File: config.mk
export PLATFORM = sky130hd
export DESIGN_NAME = pcount_capture_flat
export DESIGN_NICKNAME = d
export VERILOG_FILES = /design/src/rtl/pcap_pkg.sv /design/src/rtl/pcap_if.sv /design/src/rtl/pcap_fifo.sv /design/src/rtl/pcount_capture.sv /design/src/flat_wrapper.sv
export SDC_FILE = /design/constraint.sdc
export NUM_CORES = 1
export LEC_CHECK = 0
export CORE_MARGIN = 2
export CORE_UTILIZATION = 55
export CTS_BUF_LIST = sky130_fd_sc_hd__clkbuf_8
export DETAILED_ROUTE_END_ITERATION = 10
export GPL_TIMING_DRIVEN = 0
export PLACE_DENSITY = 0.88
export SYNTH_ARGS = -nofsm -noshare
export SYNTH_HDL_FRONTEND = slang
export SYNTH_SLANG_ARGS = --single-unit
File: constraint.sdc
create_clock -name clk_i -period 2.61 [get_ports clk_i]
set_input_delay 0.6525 -clock clk_i [delete_from_list [all_inputs] [get_ports clk_i]]
set_output_delay 0.6525 -clock clk_i [all_outputs]
set_load 0.02 [all_outputs]
File: src/rtl/pcap_pkg.sv
// Shared constants and width helpers for the pcount_capture timestamp stage.
// PCAP_TIMESTAMP_EXT_EN selects whether the wrap-extension field is part of each snapshot.
package pcap_pkg;

  localparam int DEF_WIDTH = 6;
  localparam int DEF_EXT_W = 4;
  localparam int DEF_DEPTH = 4;

`ifdef PCAP_TIMESTAMP_EXT_EN
  localparam bit EXT_EN = 1'b1;
`else
  localparam bit EXT_EN = 1'b0;
`endif

  // Snapshot width: raw count, optionally prefixed by the extension field.
  function automatic int snap_w(input int width, input int ext_w, input bit ext_en);
    return ext_en ? width + ext_w : width;
  endfunction

  function automatic int ptr_w(input int depth);
    return $clog2(depth);
  endfunction

endpackage

File: src/rtl/pcap_if.sv
// Consumer-side stream of pcount_capture snapshots.
// Handshake: data_o is accepted on a clock edge where valid_o && ready_i; valid_o never depends on ready_i.
interface pcap_if #(
    parameter int DW = 10
);
    logic [DW-1:0] data_o;
    logic          valid_o;
    logic          ready_i;

    modport master (output data_o, output valid_o, input ready_i);
    modport slave  (input data_o, input valid_o, output ready_i);
endinterface

File: src/rtl/pcap_fifo.sv
// Synchronous FIFO with a registered head, full/empty flags and push+pop while full.
// The caller guarantees push only when not full or popping, and pop only when valid.
module pcap_fifo
    import pcap_pkg::*;
#(
    parameter int DW    = 10,
    parameter int DEPTH = DEF_DEPTH
) (
    input  logic          clk_i,
    input  logic          rst_i,
    input  logic          push_i,
    input  logic          pop_i,
    input  logic [DW-1:0] wdata_i,
    output logic [DW-1:0] data_o,
    output logic          valid_o,
    output logic          full_o
);
    localparam int PW = ptr_w(DEPTH);

    logic [DW-1:0] mem [DEPTH];
    logic [PW-1:0] wr_ptr, rd_ptr, rd_nxt;
    logic [PW:0]   count, cnt_after_pop, cnt_nxt;
    logic [DW-1:0] head_nxt;

    // The head register is loaded with whatever will sit at the read pointer next cycle.
    always_comb begin
        rd_nxt        = rd_ptr + PW'(pop_i);
        cnt_after_pop = count - (PW+1)'(pop_i);
        cnt_nxt       = cnt_after_pop + (PW+1)'(push_i);
        head_nxt      = data_o;
        if (cnt_after_pop == '0) begin
            if (push_i) head_nxt = wdata_i;
        end else begin
            head_nxt = mem[rd_nxt];
        end
    end

    always_ff @(posedge clk_i) begin
        if (push_i) mem[wr_ptr] <= wdata_i;
    end

    always_ff @(posedge clk_i) begin
        if (rst_i) begin
            wr_ptr  <= '0;
            rd_ptr  <= '0;
            count   <= '0;
            data_o  <= '0;
            valid_o <= 1'b0;
            full_o  <= 1'b0;
        end else begin
            if (push_i) wr_ptr <= wr_ptr + 1'b1;
            rd_ptr  <= rd_nxt;
            count   <= cnt_nxt;
            data_o  <= head_nxt;
            valid_o <= (cnt_nxt != '0);
            full_o  <= (cnt_nxt == (PW+1)'(DEPTH));
        end
    end
endmodule

File: src/rtl/pcount_capture.sv
// Timestamp capture behind pcounter: wrap extension, trigger snapshots, FIFO and sticky overflow.
// Define PCAP_TIMESTAMP_EXT_EN to build the wrap-extension field into each snapshot.
module pcount_capture
    import pcap_pkg::*;
#(
    parameter int WIDTH = DEF_WIDTH,
    parameter int EXT_W = DEF_EXT_W,
    parameter int DEPTH = DEF_DEPTH
) (
    input  logic             clk_i,
    input  logic             rst_i,
    input  logic             en_i,
    input  logic [WIDTH-1:0] count_i,
    input  logic             trig_i,
    pcap_if.master           cons,
    output logic             full_o,
    output logic             ovf_o,
    input  logic             clr_ovf_i
);
    localparam int DW = snap_w(WIDTH, EXT_W, EXT_EN);

    logic [DW-1:0] snap;
    logic          pop, push, drop, valid;

`ifdef PCAP_TIMESTAMP_EXT_EN
    logic [WIDTH-1:0] prev_cnt;
    logic [EXT_W-1:0] ext, ext_next;
    logic             wrap;

    // A trigger coinciding with the wrap already carries the post-wrap extension.
    assign wrap     = en_i && (prev_cnt == '1) && (count_i == '0);
    assign ext_next = ext + EXT_W'(wrap);
    assign snap     = {ext_next, count_i};

    always_ff @(posedge clk_i) begin
        if (rst_i) begin
            prev_cnt <= '0;
            ext      <= '0;
        end else begin
            prev_cnt <= count_i;
            ext      <= ext_next;
        end
    end
`else
    logic unused_en;
    assign unused_en = en_i;
    assign snap      = count_i;
`endif

    assign pop  = valid && cons.ready_i;
    assign push = trig_i && (!full_o || pop);
    assign drop = trig_i && full_o && !pop;

    // A clear wins over a drop in the same cycle.
    always_ff @(posedge clk_i) begin
        if (rst_i)          ovf_o <= 1'b0;
        else if (clr_ovf_i) ovf_o <= 1'b0;
        else if (drop)      ovf_o <= 1'b1;
    end

    pcap_fifo #(
        .DW    (DW),
        .DEPTH (DEPTH)
    ) u_fifo (
        .clk_i   (clk_i),
        .rst_i   (rst_i),
        .push_i  (push),
        .pop_i   (pop),
        .wdata_i (snap),
        .data_o  (cons.data_o),
        .valid_o (valid),
        .full_o  (full_o)
    );

    assign cons.valid_o = valid;
endmodule
File: src/flat_wrapper.sv
// flat-port wrapper written by rule: the top's interface ports become plain ports
module pcount_capture_flat import pcap_pkg::*;
#(
    parameter int WIDTH = DEF_WIDTH,
    parameter int EXT_W = DEF_EXT_W,
    parameter int DEPTH = DEF_DEPTH
)
  (clk_i, rst_i, en_i, count_i, trig_i, full_o, ovf_o, clr_ovf_i, cons_data_o, cons_valid_o, cons_ready_i);
  pcap_if cons_i ();
  input  logic clk_i;
  input  logic rst_i;
  input  logic en_i;
  input  logic [WIDTH-1:0] count_i;
  input  logic trig_i;
  output logic full_o;
  output logic ovf_o;
  input  logic clr_ovf_i;
  output wire logic [$bits(cons_i.data_o)-1:0] cons_data_o;
  output wire logic [$bits(cons_i.valid_o)-1:0] cons_valid_o;
  input wire logic [$bits(cons_i.ready_i)-1:0] cons_ready_i;
  assign cons_data_o = cons_i.data_o;
  assign cons_valid_o = cons_i.valid_o;
  assign cons_i.ready_i = cons_ready_i;
  pcount_capture #(.WIDTH(WIDTH), .EXT_W(EXT_W), .DEPTH(DEPTH)) u_core (.clk_i(clk_i), .rst_i(rst_i), .en_i(en_i), .count_i(count_i), .trig_i(trig_i), .cons(cons_i), .full_o(full_o), .ovf_o(ovf_o), .clr_ovf_i(clr_ovf_i));
endmodule
==> impl_metrics.toml, run 1 <==
[status]
outcome = "finished, final reports clean"

[floorplanning]
num_rows = 20
core_mm2 = 0.00303
initial_core_util = 0.574
ioPinCount = 25
dieWidth_um = 60.2
die_y_um = 60.2
fp.dieArea_mm2 = 0.00363

[global_route]
grt_max_degree = 14
grt_antenna_before_repair = 0
grt_overflow = 0
grt_pass1_wl_um = 5100
grt_pass1_vias = 1087
grt_usage = 0.212

[detailed_routing]
top_layer = "met4"
wl_met2_um = 1750
wl_met3_um = 167
totalWireLength_um = 3210
routed_via_density = 5.27
vias = 1002
wire_per_inst_um = 16.9
post-route-drc-count = 0
drt.antenna.violating_nets = 0
drtPass1Iterations = 4
wl_met1_um = 1220
drtIter0Drc = 28

[synthesis]
ys_types = 26
synth_area_per_cell_um2 = 15.0
ys_warn_count = 0
synth.ff_latch_count = 40
async_reset_ff_frac = 0
yosysSeqAreaShare = 0.599
synth_area_mm2 = 0.00174
synth_edf_count = 24
synth_cells = 116
synth_ff_type = "edfxtp_1"

[flow_run]
max-cap-violations = 0

[cells_and_area]
area_delta_synth_final_pct = 21.2
fin_area_mm2 = 0.00211
multi_input_area_um2 = 618
drive_gt1_frac = 0.226
fillers = 211
n_antenna_cell = 0
final_nets = 165
final_core_util = 0.696
regArea_mm2 = 0.00104

[timing]
fin_crit_sh = 0.899
hold_viol = 0
period_minus_slack_ns = 2.35
max_freq_mhz = 426
skew_ns = 0.00408
drv_slew = 0
setup_tns_ns = 0
maxSlewHeadroom = 0.654
worst_pin_slew_ns = 0.516
rsz0062_at_grt = "no"
setup_viol_count_final = 0

[worst_setup_path]
cpMostUsedCell = "ha_1"
critical_path_class = "primary input to flop"
ff2ff_path_depth = 8
crit_arrival_ns = 2.56
cpMaxStageDelayCell = "clkdlybuf4s50_1"
path_cells = "clkdlybuf4s50_1 > nand2_1 > a21boi_2 > buf_6 > ha_1 > ha_1 > xnor2_1 > nand2b_1 > nor3_1"
worst_setup_path_end_kind = "flop"
cp_slowest_stage_delay_ns = 0.50
cp_max_fo = 10
cp.required_ns = 2.83
start_kind = "primary input"

[placement]
place.port_buffers = 19
gp_congestion = 0.670
placed_cell_area_mm2 = 0.00200
place.detailed.hpwl_um = 2110

[pwr]
power_density_mw_per_mm2 = 1040
power.static_leakage_nw = 0.817
total_power_w = 0.00220
irDropWorstVdd_uv = 602

[min_path]
hold_class = "flop to flop"
hold_depth = 2

[cts]
cts-resized-gates = 0
postCtsHoldBufs = 0
cts_setup_buffers = 0
cts_max_level = 2
clkLatencyLatePin_ns = 0.30
path_clk_slew_ns = 0.08
numCtsBuffers = 5
cts_tree = "done"
root_buffer = "clkbuf_8"
clockBufferDepth = 2
cts_sinks = 40
## final timing paths
path / endpoint / slack [ns] / startpoint
worst min-delay path: u_core.ovf_o / 0.54 / u_core.ovf_o
worst max-delay path: u_core.u_fifo.full_o / 0.26 / cons_ready_i
worst max register to register: u_core.u_fifo.full_o / 0.74 / u_core.u_fifo.valid_o
worst min register to register: u_core.ovf_o / 0.54 / u_core.ovf_o
## report_power, final
group	internal, W	total [W]	switching (W)
Combinational	0.000407	0.000843	0.000435
Clock	0.000283	0.000504	0.000221
Sequential	0.000791	0.000849	0.0000584
Total	0.00148	0.00220	0.000714
## critical path: cells and delay by family
kind            cells  cell delay [ns]
buf+inv             2             0.71
fa+ha+maj           2             0.39
simple gates        3             0.37
compound gates      1             0.31
xor+xnor            1             0.12
## registers in the layout, indices dropped and copies added, names as in the netlist
signal	flops
u_core.u_fifo.mem	24
u_core.u_fifo.count	3
u_core.u_fifo.rd_ptr	2
u_core.u_fifo.full_o	1
u_core.u_fifo.valid_o	1
u_core.u_fifo.data_o	6
u_core.u_fifo.wr_ptr	2
u_core.ovf_o	1
## routing by layer
layer | vias up | global-route usage
li1 | 466 | -
met1 | 497 | 0.220
met2 | 29 | 0.359
met3 | 10 | 0.0996
met4 | 0 | 0.0984
met5 | - | 0
## cells in the mapped netlist (all sizes together), types with 2 or more instances
master	instances	area share
o22ai	6	0.043
mux2i	7	0.040
mux4	6	0.078
inv	7	0.015
nor3	2	0.0058
xnor2	4	0.029
and2	4	0.014
nor2	4	0.0086
ha	8	0.058
nand2	8	0.017
edfxtp	24	0.41
buf	8	0.037
dfxtp	16	0.18
nor2b	3	0.011
## kinds of logic (layout without fill, tap and decap cells)
| group | count (synthesis) | in the layout | share of synthesized area |
|---|---|---|---|
| simple gates | 25 | 25 | 0.0806 |
| compound gates | 10 | 10 | 0.0619 |
| mux | 13 | 13 | 0.118 |
| other cells | 1 | 4 | 0.00216 |
| xor+xnor | 4 | 4 | 0.0288 |
| buf+inv | 15 | 42 | 0.0525 |
| fa+ha+maj | 8 | 8 | 0.0576 |
| flops | 40 | 40 | 0.599 |
## cells in the final DEF (no fill, tap or decap), drive strengths merged
| master | n |
|---|---|
| nand2 | 8 |
| conb | 4 |
| inv | 7 |
| nor3 | 2 |
| clkdlybuf4s50 | 19 |
| edfxtp | 24 |
| ha | 8 |
| nand2b | 1 |
| bufinv | 1 |
| clkbuf | 5 |
| mux2i | 7 |
| clkinv | 1 |
| nor2 | 4 |
| mux4 | 6 |
| buf | 8 |
| a21boi | 1 |
| o22ai | 6 |
| a21bo | 1 |
| nor2b | 3 |
| and2 | 4 |
| nand3b | 1 |
| o21ai | 1 |
| clkinvlp | 1 |
| dfxtp | 16 |
| xnor2 | 4 |
| or2 | 1 |
| nand4 | 1 |
| a31oi | 1 |
## area by class of cell
cell class / instances / share of cell area
clock buffers: 5 / 0.0327
clock inverters: 3 / 0.0202
flip-flops and latches: 40 / 0.494
repair buffers: 19 / 0.0903
plain buffers: 8 / 0.0309
multi-input cells: 64 / 0.293
well taps: 44 / 0.0261
inverters: 7 / 0.0125
## through the flow
step	hold slack (ns)	cells	worst slack, ns
after floorplan	0.514	119	0.589
after global placement	0.504	182	-0.00212
after detailed placement	0.533	182	-0.0289
after CTS	0.549	190	0.266
after global routing	0.556	190	0.108
final	0.542	190	0.265
No activity file was read; power rests on OpenSTA's default activity.
==> run 2: changes to the inputs <==
--- a/config.mk
+++ b/config.mk
@@ -5,12 +5,13 @@
 export SDC_FILE = /design/constraint.sdc
 export NUM_CORES = 1
 export LEC_CHECK = 0
+export ABC_AREA = 1
 export CORE_MARGIN = 2
 export CORE_UTILIZATION = 55
 export CTS_BUF_LIST = sky130_fd_sc_hd__clkbuf_8
 export DETAILED_ROUTE_END_ITERATION = 10
 export GPL_TIMING_DRIVEN = 0
-export PLACE_DENSITY = 0.88
+export PLACE_DENSITY = 0.87
 export SYNTH_ARGS = -nofsm -noshare
 export SYNTH_HDL_FRONTEND = slang
 export SYNTH_SLANG_ARGS = --single-unit
==> run 2 against run 1 <==
Die area grew 9.9%. Critical path depth is the same. Worst hold slack lost 0.049 ns. Via count grew 43%. Final cell count grew 62%. First-iteration DRC count grew 130%. Area after synthesis grew 11%. Clock power shrank 23%. Sequential power shrank 2%. Utilization shrank 1.6 points. Register-to-register slack gained 0.12 ns. Synthesized cell count grew 100%.
==> impl_metrics.toml, run 2 <==
[cts]
clkLatencyLatePin_ns = 0.29
root_buffer = "clkbuf_8"
clockBufferDepth = 2
cts_tree = "done"
cts_setup_buffers = 0
path_clk_slew_ns = 0.08
cts_max_level = 2
numCtsBuffers = 5
cts_sinks = 40
postCtsHoldBufs = 0
cts-resized-gates = 0

[cells_and_area]
final_nets = 281
layout_commonest_cell = "nand2_1"
n_antenna_cell = 0
area_delta_synth_final_pct = 17.8
regMostFlops = "u_core.u_fifo.mem"
largest_reg_flops = 24
reg_top3 = "u_core.u_fifo.mem x24, u_core.u_fifo.data_o x6, u_core.u_fifo.count x3"
layout_common_cells = "91 x nand2_1, 46 x inv_1, 24 x edfxtp_1"
drive_gt1_frac = 0.0954

[floorplanning]
fp.dieArea_mm2 = 0.00399
die_y_um = 63.2
initial_core_util = 0.577
ioPinCount = 25
core_mm2 = 0.00334
num_rows = 21
dieWidth_um = 63.2

[pwr]
p_int_w = 0.00135
p_seq_frac = 0.373
power.share.clock = 0.174
switching_share = 0.396
power_switching_w = 0.000886
irDropWorstVdd_uv = 724
power_density_mw_per_mm2 = 988
power.static_leakage_nw = 1.14
power_frac_comb = 0.453

[timing]
hold_ws_ns = 0.493
setup_viol_count_final = 0
setup_tns_ns = 0
drv_slew = 0
max_freq_mhz = 449
maxSlewHeadroom = 0.595
skew_ns = 0.00427
worst_pin_slew_ns = 0.606
period_minus_slack_ns = 2.23
fin_crit_sh = 0.854
rsz0062_at_grt = "no"
hold_viol = 0

[synthesis]
yosysTopAreaCellShare = 0.375
async_reset_ff_frac = 0
synth_cells = 232
muxShareOfSynthArea = 0
synth_common_cells = "91 x nand2_1, 45 x inv_1, 24 x edfxtp_1, 16 x dfxtp_1, 9 x nor2_1"
synth_area_per_cell_um2 = 8.29
synth_xor_area_frac = 0.00455
synth_area_mm2 = 0.00192
synth.ff_latch_count = 40
synth_most_common_cell = "nand2_1"
synth_area_leaders = "edfxtp_1 37%, nand2_1 18%, dfxtp_1 17%"
synth_compound_area_frac = 0.0377
ys_types = 20
ys_warn_count = 0
synthSimpleGateAreaFrac = 0.240
synth_ff_type = "edfxtp_1"
synth_top_family_by_area = "simple AND/OR/NAND/NOR gates"
synth_adder_area_share = 0.0520
synth_edf_count = 24
yosysSeqAreaShare = 0.541
yosysTopAreaCell = "edfxtp_1"

[min_path]
holdPathEnd = "u_core.u_fifo.data_o[4]"
min-delay-start = "u_core.u_fifo.data_o[4]"
hold_class = "flop to flop"
hold_depth = 2

[worst_setup_path]
ff2ff_path_depth = 8
r2r_start = "u_core.u_fifo.valid_o"
crit_arrival_ns = 2.41
worst_setup_path_end_kind = "flop"
start_kind = "primary input"
reg2reg_slack_ns = 0.86
critical_path_class = "primary input to flop"
cp_max_fo = 7
worstReg2RegEnd = "u_core.u_fifo.valid_o"
cp.required_ns = 2.79

[detailed_routing]
wl_met2_um = 1610
wire_per_inst_um = 11.1
wl_met1_um = 1460
routed_via_density = 4.65
drt.antenna.violating_nets = 0
vias = 1431
post-route-drc-count = 0
wl_met3_um = 288
drtIter0Drc = 63
totalWireLength_um = 3420
drtPass1Iterations = 4
top_layer = "met4"

[global_route]
grt_pass1_vias = 1328
grt_max_degree = 14
grt_pass1_wl_um = 5920
grt_antenna_before_repair = 0
grt_overflow = 0
grt_usage = 0.195

[placement]
place.port_buffers = 19
place.detailed.hpwl_um = 2440
gp_congestion = 0.839

[flow_run]
max-cap-violations = 0

[status]
outcome = "finished, final reports clean"
-- run 2: changes by cell type in the layout (fill, tap and decap cells not counted), moves of 3 or more --
cell and change:
nor2_1 +5, mux4_2 -6, a21oi_2 +3, nand2_2 +4, nand3_1 +8, a21oi_1 +5
nand2_1 +83, o22ai_2 -6, inv_1 +39, nor2b_1 -3, mux2i_1 -7, and2_1 -4
-- run 2: layout make-up --
type,count,area (um2)
tap,46,57.6
multi-input combinational,140,658
buffer,9,63.8
fill,267,1070
clock buffer,5,68.8
timing repair buffer,19,190
inverter,46,173
clock inverter,3,15.0
sequential,40,1040
-- run 2: worst max path at each step --
stage	from	to	slack [ns]	depth (start not counted)
floorplan	cons_ready_i	u_core.u_fifo.data_o[0]	0.81	12
global placement	cons_ready_i	u_core.u_fifo.data_o[0]	0.1	13
detailed placement	cons_ready_i	u_core.u_fifo.data_o[0]	0.08	13
CTS	cons_ready_i	u_core.u_fifo.valid_o	0.39	9
global route	cons_ready_i	u_core.u_fifo.valid_o	0.19	9
finish	cons_ready_i	u_core.u_fifo.valid_o	0.38	9
-- run 2: stage by stage --
step	instance area [um2]	total power (W)	setup WS (ns)	util	std cells
after global routing	2270	0.00242	0.185	0.679	308
after CTS	2270	0.00225	0.387	0.679	308
after detailed placement	2180	0.00185	0.0790	0.654	300
final	2270	0.00224	0.382	0.679	308
after floorplan	1940	0.00156	0.812	-	235
after global placement	2180	0.00183	0.0987	0.654	300
-- run 2: logic make-up after synthesis --
kind of cell / after synthesis
AND/OR/NAND/NOR: 115
other: 1
flip-flops: 40
buffers and inverters: 55
adder cells (fa/ha/maj): 8
XOR/XNOR: 1
AO/OA/AOI/OAI: 12
-- run 2: power groups by stage --
| stage | sequential [W] | combinational [W] | clock (W) |
|---|---|---|---|
| floorplan | 0.000906 | 0.000651 | 0 |
| global placement | 0.000847 | 0.000983 | 0 |
| detailed placement | 0.000849 | 0.00100 | 0 |
| CTS | 0.000836 | 0.00102 | 0.000396 |
| global route | 0.000849 | 0.00115 | 0.000422 |
| finish | 0.000836 | 0.00101 | 0.000390 |
-- run 2: per-layer routing --
metal,track usage,vias up
met2,0.307,55
met3,0.0554,6
met5,0,-
met1,0.256,620
met4,0.0750,0
li1,-,750
-- run 2: critical path: stages --
cell and delay [ns]:
clkdlybuf4s50_1 0.44, nand2_2 0.12, nand2_1 0.08, nand2_2 0.12, inv_1 0.16, ha_1 0.24, ha_1 0.32, o21ai_0 0.21
nand2_1 0.08
